--- src/rtl/core_pipe_stage.sv ---
// Generic inter-stage pipeline register with valid/ready handshake, flush and optional skid entry.
// Control bits are forced to zero on the output whenever no valid beat is held.
module core_pipe_stage #(
  parameter int unsigned DATA_W = 64,
  parameter int unsigned CTRL_W = 3,
  parameter int unsigned SKID   = 1
) (
  input  logic              clk,
  input  logic              rst,
  input  logic              flush,
  input  logic              in_valid,
  output logic              in_ready,
  input  logic [DATA_W-1:0] in_data,
  input  logic [CTRL_W-1:0] in_ctrl,
  output logic              out_valid,
  input  logic              out_ready,
  output logic [DATA_W-1:0] out_data,
  output logic [CTRL_W-1:0] out_ctrl,
  output logic [1:0]        level
);

  typedef enum logic [1:0] {
    StEmpty,
    StFull,
    StSkidded
  } state_e;

  state_e state_q, state_d;

  logic [DATA_W-1:0] head_data_q, skid_data_q;
  logic [CTRL_W-1:0] head_ctrl_q, skid_ctrl_q;
  logic              valid_q;
  logic              rdy_q;
  logic [1:0]        level_q;

  logic accept, emit;
  logic load_head, head_from_skid, load_skid;

  assign in_ready  = (SKID != 0) ? rdy_q : (~valid_q | out_ready);
  assign accept    = in_valid & in_ready & ~flush;
  assign emit      = valid_q & out_ready;
  assign out_valid = valid_q;
  assign out_data  = head_data_q;
  assign out_ctrl  = valid_q ? head_ctrl_q : '0;
  assign level     = level_q;

  always_comb begin
    state_d        = state_q;
    load_head      = 1'b0;
    head_from_skid = 1'b0;
    load_skid      = 1'b0;
    unique case (state_q)
      StEmpty: begin
        if (accept) begin
          state_d   = StFull;
          load_head = 1'b1;
        end
      end
      StFull: begin
        if (accept && emit) begin
          load_head = 1'b1;
        end else if (accept && (SKID != 0)) begin
          state_d   = StSkidded;
          load_skid = 1'b1;
        end else if (emit) begin
          state_d = StEmpty;
        end
      end
      StSkidded: begin
        if (emit) begin
          state_d        = StFull;
          head_from_skid = 1'b1;
        end
      end
      default: state_d = StEmpty;
    endcase
    // A beat emitted this cycle is still delivered; only what remains is discarded.
    if (flush) begin
      state_d        = StEmpty;
      load_head      = 1'b0;
      head_from_skid = 1'b0;
      load_skid      = 1'b0;
    end
  end

  always_ff @(posedge clk) begin
    if (rst) begin
      state_q     <= StEmpty;
      head_data_q <= '0;
      head_ctrl_q <= '0;
      skid_data_q <= '0;
      skid_ctrl_q <= '0;
      valid_q     <= 1'b0;
      rdy_q       <= 1'b1;
      level_q     <= 2'd0;
    end else begin
      state_q <= state_d;
      if (load_head) begin
        head_data_q <= in_data;
        head_ctrl_q <= in_ctrl;
      end else if (head_from_skid) begin
        head_data_q <= skid_data_q;
        head_ctrl_q <= skid_ctrl_q;
      end
      if (load_skid) begin
        skid_data_q <= in_data;
        skid_ctrl_q <= in_ctrl;
      end
      valid_q <= (state_d != StEmpty);
      rdy_q   <= (state_d != StSkidded);
      level_q <= (state_d == StSkidded) ? 2'd2 : ((state_d == StFull) ? 2'd1 : 2'd0);
    end
  end

endmodule

--- config.mk ---
export PLATFORM = sky130hd
export DESIGN_NAME = core_pipe_stage
export DESIGN_NICKNAME = d
export VERILOG_FILES = /design/src/rtl/core_pipe_stage.sv
export SDC_FILE = /design/constraint.sdc
export NUM_CORES = 1
export LEC_CHECK = 0
export CAP_MARGIN = 30
export CORE_MARGIN = 3
export CORE_UTILIZATION = 30
export DETAILED_ROUTE_END_ITERATION = 8
export DONT_BUFFER_PORTS = 1
export PLACE_DENSITY = 0.44
export SETUP_SLACK_MARGIN = 0.02
export SYNTH_ARGS = -nofsm -noshare
export SYNTH_HDL_FRONTEND = slang
export SYNTH_SLANG_ARGS = --single-unit
export TNS_END_PERCENT = 10
--- constraint.sdc ---
create_clock -name clk -period 4.26 [get_ports clk]
set_clock_uncertainty 0.1 [all_clocks]
set_input_delay 0.852 -clock clk [delete_from_list [all_inputs] [get_ports clk]]
set_output_delay 0.852 -clock clk [all_outputs]
set_load 0.05 [all_outputs]
==> results.yml <==
run_status:
  status: "finished, final reports clean"
clock_network:
  cts_tree: "done"
  cts_setup_buffers: 0
  clock_path_buffers: 2
  cts_hold_buf: 0
  numCtsBuffers: 17
  clk_latency_ns: 0.41
  htree_num_levels: 4
  cts_sinks: 140
  root_buffer: "clkbuf_16"
  cts_resized: 0
  clk_pin_slew_ns: 0.06
place:
  hpwl_um: 9800
  numPortBuffers: 0
  dp.cells: 900
  gp_congestion: 0.742
timing:
  worst_slew_pin_slew_ns: 0.902
  tns_ns: 0
  rsz0062_at_grt: "no"
  drv_slew: 0
  fmax_mhz: 355
  min_period_ns: 2.82
  final-setup-viol-count: 0
  slew_headroom_pct: 39.6
  hold_violations: 0
  fin_crit_sh_pct: 66.2
floorplanning:
  rows: 50
  pin_count: 143
  die_x_um: 146
  die_h_um: 146
  core_area_um2: 19000
  die_area_um2: 21400
  start_util_pct: 31.1
pwr:
  p_leak_nw: 2.07
  powerDensity_nw_per_um2: 472
  max-vdd-ir-drop_uv: 254
critical_path:
  r2r_cells: 5
  cp.arrival_ns: 3.03
  crit_start: "out_valid"
  start_kind: "flop"
  crit_fanout: 31
  rr_endpoint: "out_data[24]"
  crit_end: "out_data[24]"
  cp.required_ns: 4.47
  r2r_slack_ns: 1.44
  rr_startpoint: "out_valid"
  worstSetupPathType: "flop to flop"
  endpoint_kind: "flop"
grt:
  grt_pass1_vias: 4523
  antenna_found_initial: 0
  grt_max_degree: 138
  grt_usage_pct: 14.3
  grt-ovfl-total: 0
  grt_pass1_wl_um: 24600
synthesis:
  avgSynthCellArea_um2: 8.54
  synth.area.top_cells: "dfxtp_1, nand2_1, a311oi_2, a21oi_1, nor2_1"
  ys_types: 24
  synth_fp_nets: 764
  syn_area_um2: 5910
  synth_cells: 692
  postSynthRegisterBits: 140
  ys_seq_area_share_pct: 47.4
  yosysWarnings: 0
  synth_top_area_share_pct: 47.4
  yosysTopAreaCell: "dfxtp_1"
layout:
  final_cells: 932
  final_cell_mix: "nand2_1, dfxtp_1, nor2_1"
  final_util_pct: 34.1
  final_common_cell: "nand2_1"
  drive_above_1_share_pct: 15.2
  fin_nets: 731
  insertedDiodeCount: 0
  area_delta_synth_final_pct: 9.71
route:
  via_per_inst: 4.98
  first_pass_iters: 5
  drt_iter0_drc: 215
  routed_wl_um: 15300
  drcViolationCount: 0
  num_vias: 4643
  antenna_left: 0
  wire_per_inst_um: 16.4
flow_run:
  maxCapViolCount: 0
min_path:
  hp-class: "flop to flop"
cell families after synthesis:
logic type             after synthesis  synth area share, %
flip-flops                         140                 47.4
AND/OR/NAND/NOR                    350                 22.9
buffers and inverters               62                 6.94
XOR/XNOR                             1                0.148
AO/OA/AOI/OAI                      139                 22.6
synth_stat cells (all sizes together):
| library cell | n |
|---|---|
| buf | 40 |
| and4bb | 1 |
| nand2b | 3 |
| a311oi | 67 |
| dfxtp | 140 |
| nand4b | 1 |
| or2 | 1 |
| nand2 | 270 |
| xor2 | 1 |
| nor2 | 69 |
| inv | 2 |
| o2111ai | 1 |
| nand3b | 1 |
| a21boi | 1 |
| clkbuf | 20 |
| and2 | 4 |
| a21oi | 67 |
| o21ai | 1 |
| o41ai | 2 |
metrics by stage:
step           hold WS [ns]  power (mW)  instance area [um^2]  setup WS, ns
2_1_floorplan         0.337        1.74                  5910          2.12
3_3_place_gp          0.337        1.74                  5920          1.45
3_5_place_dp          0.341        1.74                  5940          1.42
4_1_cts               0.349        3.12                  6490          1.38
5_1_grt               0.371        3.19                  6490          1.23
6_report              0.347        3.06                  6490          1.44
worst max-delay path, stage by stage (launching register included):
cell and delay, ns:
dfxtp_1 0.80, nand4b_1 0.32, nor2_4 0.72, buf_4 0.38, nand2_1 0.11, a311oi_2 0.29
state kept, by name (all words and copies together) (netlist names):
signal	cells
skid_data_q	64
out_data	64
in_ready	1
skid_ctrl_q	3
out_valid	1
level	2
head_ctrl_q	3
state_q	2
worst min-delay path by stage:
| stage | start | to | slack [ns] | depth (start not counted) |
|---|---|---|---|---|
| 2_1_floorplan | skid_ctrl_q[0] | skid_ctrl_q[0] | 0.34 | 2 |
| 3_3_place_gp | skid_ctrl_q[2] | skid_ctrl_q[2] | 0.34 | 2 |
| 3_5_place_dp | skid_data_q[47] | skid_data_q[47] | 0.34 | 2 |
| 4_1_cts | skid_data_q[47] | skid_data_q[47] | 0.35 | 2 |
| 5_1_grt | skid_data_q[36] | skid_data_q[36] | 0.37 | 2 |
| 6_report | skid_data_q[43] | skid_data_q[43] | 0.35 | 2 |
cell type report:
cell class	instances	area, um^2
flip-flops and latches	140	2800
clock buffers	25	505
inverters	2	7.51
multi-input cells	490	2720
repair buffers	8	92.6
well taps	260	325
fillers	2025	12500
clock inverters	7	37.5
power by group:
part / internal, mW / total (mW) / switching, mW
clock: 0.816 / 1.35 / 0.531
sequential: 1.36 / 1.57 / 0.201
combinational: 0.0645 / 0.146 / 0.0816
layer usage:
metal	track usage [%]	up-vias	part of all wire [%]
li1	-	2260	-
met1	16.4	2231	43
met2	23.6	136	47
met3	5.87	16	7.9
met4	6.02	0	2.4
met5	0	-	0
(Power assumes the default switching activity.)
